[config.mk]
export PLATFORM = sky130hd
export DESIGN_NAME = pixel_coord_gen
export DESIGN_NICKNAME = d
export VERILOG_FILES = /design/src/rtl/mandel_pkg.sv /design/src/rtl/coord_axis_acc.sv /design/src/rtl/pixel_coord_gen.sv
export SDC_FILE = /design/constraint.sdc
export NUM_CORES = 1
export LEC_CHECK = 0
export CORE_ASPECT_RATIO = 1.4
export CORE_MARGIN = 1.5
export CORE_UTILIZATION = 40
export CTS_CLUSTER_DIAMETER = 150
export DETAILED_ROUTE_END_ITERATION = 8
export PLACE_DENSITY = 0.67
export SKIP_CTS_REPAIR_TIMING = 1
export SKIP_LAST_GASP = 1
export SLEW_MARGIN = 20
export SYNTH_ARGS = -nofsm -noshare
export SYNTH_HDL_FRONTEND = slang
export SYNTH_SLANG_ARGS = --single-unit
[constraint.sdc]
create_clock -name clk -period 18 [get_ports clk]
set_input_delay 5.4 -clock clk [delete_from_list [all_inputs] [get_ports clk]]
set_output_delay 5.4 -clock clk [all_outputs]
set_load 0.1 [all_outputs]
[src/rtl/mandel_pkg.sv]
// Shared definitions for the Mandelbrot view pipeline: frame geometry, coordinate
// widths, the default view centre and the coordinate generator's frame FSM states.
package mandel_pkg;

   localparam int COORD_WIDTH = 16;
   localparam int ZOOM_WIDTH  = 8;
   localparam int H_ACTIVE    = 640;
   localparam int V_ACTIVE    = 480;

   // Q4.12: -1.0 on the real axis, centred vertically
   localparam logic signed [COORD_WIDTH-1:0] DEFAULT_CENTRE_X = -16'sd4096;
   localparam logic signed [COORD_WIDTH-1:0] DEFAULT_CENTRE_Y = 16'sd0;

   typedef enum logic [1:0] {
      ST_IDLE,
      ST_SNAP,
      ST_INIT,
      ST_RUN
   } coord_state_t;

endpackage

[src/rtl/coord_axis_acc.sv]
// One axis of the pixel coordinate accumulator: a signed Q4.(12+FRAC_EXT) register
// with load, pre-sample add and post-sample advance, presenting the floor-truncated Q4.12 value.
module coord_axis_acc #(
   parameter int COORD_WIDTH = 16,
   parameter int FRAC_EXT    = 8
) (
   input  logic                                     clk,
   input  logic                                     rst_n,
   input  logic                                     load,
   input  logic signed [COORD_WIDTH+FRAC_EXT-1:0]   load_value,
   input  logic                                     add,
   input  logic                                     advance,
   input  logic signed [COORD_WIDTH+FRAC_EXT-1:0]   step,
   output logic signed [COORD_WIDTH-1:0]            coord
);

   localparam int ACC_W = COORD_WIDTH + FRAC_EXT;

   logic signed [ACC_W-1:0] acc;
   logic signed [ACC_W-1:0] cur;

   // cur is the value a pixel sampled this cycle sees; advance steps past it afterwards
   always_comb begin
      cur = acc;
      if (load) begin
         cur = load_value;
      end else if (add) begin
         cur = acc + step;
      end
   end

   always_ff @(posedge clk or negedge rst_n) begin
      if (!rst_n) begin
         acc <= '0;
      end else if (load || add || advance) begin
         acc <= advance ? cur + step : cur;
      end
   end

   assign coord = cur[ACC_W-1:FRAC_EXT];

endmodule

[src/rtl/pixel_coord_gen.sv]
// Per-pixel complex coordinate generator: snapshots the view parameters once per
// frame and walks c across the screen with add-only stepping.
module pixel_coord_gen #(
   parameter int COORD_WIDTH = mandel_pkg::COORD_WIDTH,
   parameter int ZOOM_WIDTH  = mandel_pkg::ZOOM_WIDTH,
   parameter int FRAC_EXT    = 8,
   parameter int H_ACTIVE    = mandel_pkg::H_ACTIVE,
   parameter int V_ACTIVE    = mandel_pkg::V_ACTIVE,
   parameter int STEP_SHIFT  = 12
) (
   input  logic                          clk,
   input  logic                          rst_n,
   input  logic                          frame_start,
   input  logic                          line_start,
   input  logic                          pixel_advance,
   input  logic signed [COORD_WIDTH-1:0] centre_x,
   input  logic signed [COORD_WIDTH-1:0] centre_y,
   input  logic [ZOOM_WIDTH-1:0]         zoom_level,
   output logic signed [COORD_WIDTH-1:0] c_re,
   output logic signed [COORD_WIDTH-1:0] c_im,
   output logic                          c_valid
);

   import mandel_pkg::*;

   localparam int ACC_W = COORD_WIDTH + FRAC_EXT;

   typedef logic signed [ACC_W-1:0] acc_t;

   coord_state_t                  state;
   coord_state_t                  state_nxt;
   logic signed [COORD_WIDTH-1:0] snap_cx;
   logic signed [COORD_WIDTH-1:0] snap_cy;
   logic [ZOOM_WIDTH-1:0]         snap_zoom;
   acc_t                          step;
   acc_t                          left_edge;
   logic                          first_line;
   acc_t                          step_calc;
   acc_t                          left_calc;
   acc_t                          im_calc;
   logic                          init_en;
   logic                          line_ok;
   logic                          pix_ok;
   logic                          im_line_add;
   logic signed [COORD_WIDTH-1:0] re_coord;
   logic signed [COORD_WIDTH-1:0] im_coord;
   logic signed [COORD_WIDTH-1:0] c_re_p1;
   logic signed [COORD_WIDTH-1:0] c_im_p1;
   logic                          vld_p1;

   // Deeper zooms clamp so the step never shrinks below one accumulator LSB
   function automatic acc_t zoom_step(input logic [ZOOM_WIDTH-1:0] z);
      acc_t base;
      int   sh;
      sh   = (int'(z) > STEP_SHIFT) ? STEP_SHIFT : int'(z);
      base = '0;
      base[STEP_SHIFT] = 1'b1;
      return base >> sh;
   endfunction

   function automatic acc_t widen(input logic signed [COORD_WIDTH-1:0] v);
      return acc_t'({v, {FRAC_EXT{1'b0}}});
   endfunction

   function automatic acc_t half_span(input acc_t s, input int n);
      return s * acc_t'(n / 2);
   endfunction

   always_ff @(posedge clk or negedge rst_n) begin
      if (!rst_n) begin
         state <= ST_IDLE;
      end else begin
         state <= state_nxt;
      end
   end

   always_comb begin
      state_nxt = state;
      if (frame_start) begin
         state_nxt = ST_SNAP;
      end else begin
         case (state)
            ST_SNAP: state_nxt = ST_INIT;
            ST_INIT: state_nxt = ST_RUN;
            default: state_nxt = state;
         endcase
      end
   end

   assign init_en     = (state == ST_INIT) && !frame_start;
   assign line_ok     = (state == ST_RUN) && !frame_start && line_start;
   assign pix_ok      = (state == ST_RUN) && !frame_start && pixel_advance;
   assign im_line_add = line_ok && !first_line;

   assign step_calc = zoom_step(snap_zoom);
   assign left_calc = widen(snap_cx) - half_span(step_calc, H_ACTIVE);
   assign im_calc   = widen(snap_cy) - half_span(step_calc, V_ACTIVE);

   // Frame setup: SNAP captures the freshly updated view, INIT derives step and edges
   always_ff @(posedge clk or negedge rst_n) begin
      if (!rst_n) begin
         snap_cx    <= '0;
         snap_cy    <= '0;
         snap_zoom  <= '0;
         step       <= '0;
         left_edge  <= '0;
         first_line <= 1'b0;
      end else begin
         if (state == ST_SNAP) begin
            snap_cx   <= centre_x;
            snap_cy   <= centre_y;
            snap_zoom <= zoom_level;
         end
         if (init_en) begin
            step       <= step_calc;
            left_edge  <= left_calc;
            first_line <= 1'b1;
         end else if (line_ok) begin
            first_line <= 1'b0;
         end
      end
   end

   coord_axis_acc #(
      .COORD_WIDTH (COORD_WIDTH),
      .FRAC_EXT    (FRAC_EXT)
   ) u_re_acc (
      .clk        (clk),
      .rst_n      (rst_n),
      .load       (line_ok),
      .load_value (left_edge),
      .add        (1'b0),
      .advance    (pix_ok),
      .step       (step),
      .coord      (re_coord)
   );

   coord_axis_acc #(
      .COORD_WIDTH (COORD_WIDTH),
      .FRAC_EXT    (FRAC_EXT)
   ) u_im_acc (
      .clk        (clk),
      .rst_n      (rst_n),
      .load       (init_en),
      .load_value (im_calc),
      .add        (im_line_add),
      .advance    (1'b0),
      .step       (step),
      .coord      (im_coord)
   );

   // Output stage: one cycle after the accepted pixel_advance
   always_ff @(posedge clk or negedge rst_n) begin
      if (!rst_n) begin
         c_re_p1 <= '0;
         c_im_p1 <= '0;
         vld_p1  <= 1'b0;
      end else begin
         vld_p1 <= pix_ok;
         if (pix_ok) begin
            c_re_p1 <= re_coord;
            c_im_p1 <= im_coord;
         end
      end
   end

   assign c_re    = c_re_p1;
   assign c_im    = c_im_p1;
   assign c_valid = vld_p1;

endmodule

* Yosys cells after proc, flatten, opt, wreduce, memory -nomap -nowiden *
Index checks and enable logic that the tools add are counted.

cells by class
  $mul = 2
  reductions and logical operators = 13
  shifts and indexed selects = 1
  equal/unequal tests = 3
  mux-type cells = 9
  $lt $le $gt $ge = 1
  $add $sub $neg = 4

operators by type and width
  kind                   count
  $mux 24                4
  $add 24x24->24         2
  $sub 24x24->24         2
  $mul 24x4->18 const B  1
  $mul 24x5->20 const B  1
  $shr 13x8->24 const A  1
  $gt 8x4->1 const B     1
  $mux 8                 1
  $logic_and 1x1->1      5
  $eq 2x2->1 const B     2
  $pmux 2 s2             1
  $reduce_bool 2->1      2
  $reduce_bool 3->1      1
  $eq 2x1->1 const B     1
  $logic_not 1->1        2
  $logic_or 1x1->1       2
  $mux 1                 2
  $mux 2                 1
  $reduce_and 2->1       1

storage, ports and cells
  bits in registers = 172
  output and inout port bits = 33
  logic and storage cells = 46
  bits of input ports = 45

* Longest topological paths before layout *
  depth in word-level cells = 6
  gate-level depth with buffers = 32
  gate-level depth less buffers = 31

* Cells and area by module *
Synthesis repeated with hierarchy kept, for this count alone.

second synthesis, totals
  cell total of the unflattened synthesis = 1685
  area total of the unflattened synthesis = 14740.4 um^2

modules (own cells, without submodules)
  module                      instances  sequential area each (um^2)  cells each  area an instance (um^2)
  pixel_coord_gen             1          2652.5                       790         7473.4
  coord_axis_acc at u_re_acc  1          600.6                        450         3634.7
  coord_axis_acc at u_im_acc  1          600.6                        445         3632.2

* Least setup slack after synthesis *
Ideal clock, no wire load.

  path type = in2reg
  from = input frame_start
  to = register u_re_acc.acc[22]
  library setup time = 0.080 ns
  slack = 9.839 ns
  stages = 14
  data arrival time = 8.081 ns
  buffers on the path = 2
  data required time = 17.920 ns
  cells stage by stage = nand4b_1 > clkbuf_1 > clkbuf_1 > nand2_1 > fa_1 > nor2b_1 > o21ai_1 > a21boi_2 > o211a_1 > o2111ai_1 > a31oi_2 > a21oi_2 > nor4b_2 > xnor2_1

between the ends
  word-level cells in the longest chain between the ends = 6
  elaborated cells between the ends (all ways) = 8
  classes of those cells = add/sub (1); mux (2); reduce/logical (5)

RTL lines
  element               RTL line                                      text
  start, declared       pixel_coord_gen.sv:13                         input logic frame_start,
  $logic_not 1->1 *     pixel_coord_gen.sv:91, pixel_coord_gen.sv:92
  $logic_and 1x1->1 *   pixel_coord_gen.sv:91, pixel_coord_gen.sv:92
  $logic_and 1x1->1     pixel_coord_gen.sv:91                         assign line_ok = (state == ST_RUN) && !frame_start && line_start;
  $mux 24               coord_axis_acc.sv:25                          if (load) begin
  $add 24x24->24        coord_axis_acc.sv:36                          acc <= advance ? cur + step : cur;
  $mux 24               coord_axis_acc.sv:36
  end signal, assigned  coord_axis_acc.sv:36
  end, declared         coord_axis_acc.sv:19                          logic signed [ACC_W-1:0] acc;

Every way passes the cells marked *; elsewhere a longest branch is shown, timed or not.
A chain may end at the register's enable or synchronous reset.

* Worst setup path after layout *
Same ends and word-level chain as after synthesis.

==> reports/metrics.yaml <==
finalMaxSlewViolations: 0
synth_top_cell_by_area: "dfrtp_1"
max-cap-violations: 0
synth-warning-count: 0
post-synth-top-area-fraction_pct: 35.28
synth.net_count: 1328
gp_congestion: 0.8642
cts.sinks: 154
drtIter0Drc: 521
yosys_register_bits: 154
syn_to_final_growth_pct: 16.49
start_util_pct: 40.71
rsz0062_at_grt: "no"
fillCellCount: 2590
async_reset_ff_share_pct: 100.0
use_met3_pct: 2.961
worst_path_largest_cell_delay_ns: 0.56
cp_slowest_cell: "clkdlybuf4s50_1"
synth_area_um2: 10920
dieArea_um2: 28320
layout-drive-gt1-share_pct: 10.21
worstSkewPairLatency_ns: 0.45
crit_path_start_kind: "input pin"
finalCritPeriodShare_pct: 46.96
synth_area_per_cell_um2: 9.505
p_per_area_nw_per_um2: 117.9
synth_common_cells: "dfrtp_1, nand2_1, ha_1"
holdPathEnd: "c_re[2]$_DFFE_PN0P_"
required_ns: 18.37
coreArea_um2: 26830
cts_buffer_depth: 2
use_met2_pct: 32.94
overflow: 0
setup_viol: 0
finalSetupTns_ns: 0
p_leak_uw: 0.005861
cp_top_family: "compound AO/OA/AOI/OAI gates"
hold_viol: 0
whs_path_depth: 2
vias: 8364
h-tree-depth: 4
whs_ns: 0.4771
worstRegToRegCells: 27
cts_tree: "yes"
cts_root_buffer: "clkbuf_16"
synth_area_leaders: "dfrtp_1, ha_1, mux2_2"
cp_num_buf_inv: 3
dpl_cell_area_um2: 12090
die_x_um: 142.7
cts-buffers-inserted: 17
holdCritPathClass: "register to register"
grt_pass1_wl_mm: 40.88
drc: 0
via_per_inst: 5.231
ir_drop_mv: 0.07636
ys_types: 81
slew_headroom_pct: 34.98
arrival_ns: 8.83
crit_path_end_kind: "register"
worst_pin_slew_ns: 0.9723
io_pins: 78
detail_route.wl_per_cell_um: 15.33
grt_usage_pct: 18.45
grt_util_met1_pct: 22.05
busiest_layer: "met2"
grt_antenna_before_repair: 0
outcome: "finished, final reports clean"
finClkSkew_ns: 0.006642
critPathMaxFanout: 22
final_nets: 1400
timing.fmax_ghz: 0.1183
yosysMostFrequentCell: "dfrtp_1"
clkTransAtPathRegs_ns: 0.07
synth_edf_count: 0
synthFlopType: "dfrtp_1"
hold_path_startpoint: "c_re[2]$_DFFE_PN0P_"
period_needed_ns: 8.452
postRouteAntennaNets: 0
stdcell_area_um2: 12720
timing.rr.end: "u_im_acc.acc[23]$_DFFE_PN0P_"
io_buffers: 77
die_h_um: 198.5
ys_seq_area_share_pct: 35.28
num_rows: 71
antenna_cells: 0
grt_max_degree: 88
crit_chain: "clkdlybuf4s50_1 -> nand4b_1 -> buf_4 -> and2_1 -> ha_1 -> inv_1 -> fa_1 -> nor2b_1 -> o21ai_1 -> a21boi_2 -> o211a_1 -> o2111ai_1 -> a31oi_2 -> a21oi_2 -> nor4b_2 -> xnor2_1"
dpl.hpwl_mm: 18.88
netlist_instances: 1149
critPathLaunch: "frame_start"
grt_pass1_vias: 8347
worst-r2r-setup-slack_ns: 10.62
wirelength_mm: 24.51
rr_startpoint: "snap_zoom[5]$_DFFE_PN0P_"
drtPass1Iterations: 5
crit_type: "input pin to register"
[sequential cells by signal, summed over array words and instances, names as in the netlist, 2 cells and up]
register and count:
snap_zoom 8, u_re_acc.acc 24, state 2, left_edge 17, u_im_acc.acc 24, snap_cy 16
step 13, c_re 16, snap_cx 16, c_im 16
[tightest hold or removal path, delay by kind of cell, from the launching register on]
kind            cells  cell delay (ns)
compound gates      1             0.06
flops               1             0.34
simple gates        1             0.04
[how the worst max path moves through the flow]
stage	to	cells past startpoint	slack [ns]
final	u_re_acc.acc[22]$_DFFE_PN0P_	16	9.55
after global routing	u_re_acc.acc[16]$_DFFE_PN0P_	16	9.29
after CTS	u_re_acc.acc[22]$_DFFE_PN0P_	16	9.52
after detailed placement	u_re_acc.acc[22]$_DFFE_PN0P_	16	9.07
after global placement	u_re_acc.acc[22]$_DFFE_PN0P_	16	9.15
after floorplan	u_re_acc.acc[22]$_DFFE_PN0P_	14	9.84
[cell usage in the layout, fill, tap and decap left out, types with 6 or more instances in the layout]
cell type / instances
mux2i_1: 14
fa_1: 21
inv_6: 6
buf_4: 8
dfrtp_1: 154
ha_1: 113
nor3_1: 21
xor2_1: 49
or2_2: 10
clkbuf_16: 17
mux2_2: 46
nor2_1: 68
or3_1: 6
xnor2_1: 46
a211oi_1: 6
a21o_1: 15
o31ai_1: 11
a31oi_1: 12
nand4_1: 10
nand2b_1: 15
nand2_1: 132
nor2b_1: 13
a21oi_1: 65
o21ai_0: 78
inv_1: 78
o21a_1: 13
nand3_1: 26
clkdlybuf4s50_1: 76
and2_1: 8
[layout make-up]
class,instances,area [um^2],area share (%)
Multi-Input combinational cell,883,6650,52.27
Sequential cell,154,3854,30.29
Timing Repair Buffer,85,832.0,6.540
Tap cell,365,456.7,3.590
Clock buffer,19,452.9,3.560
Inverter,80,300.3,2.360
Clock inverter,13,176.4,1.387
[per-stage QoR]
| stage | util [%] | std cells | power, uW | setup slack [ns] |
|---|---|---|---|---|
| after floorplan | - | 1149 | 965.3 | 9.839 |
| after global placement | 45.08 | 1567 | 1111 | 9.153 |
| after detailed placement | 45.08 | 1567 | 1124 | 9.069 |
| after CTS | 47.42 | 1599 | 1516 | 9.524 |
| after global routing | 47.42 | 1599 | 1586 | 9.287 |
| final | 47.42 | 1599 | 1501 | 9.548 |
[cells by family after synthesis]
kind of cell / count (synthesis) / synth area share, %
AND/OR/NAND/NOR: 334 / 14.69
XOR/XNOR: 96 / 7.767
flip-flops: 154 / 35.28
AO/OA/AOI/OAI: 258 / 15.42
multiplexers: 61 / 6.152
buffers and inverters: 112 / 3.895
adder cells (fa/ha/maj): 134 / 16.79
[power by group]
part	switching, uW	internal (uW)	leakage, uW
combinational	403	196	0.00364
clock	156	228	0.000306
sequential	75.8	442	0.00192
[routing by layer]
layer	routed length, um	vias to the layer above
met3	736	33
met4	575	0
met1	10470	4028
met2	12730	136
li1	-	4167
met5	0	-
(Power assumes the default switching activity.)
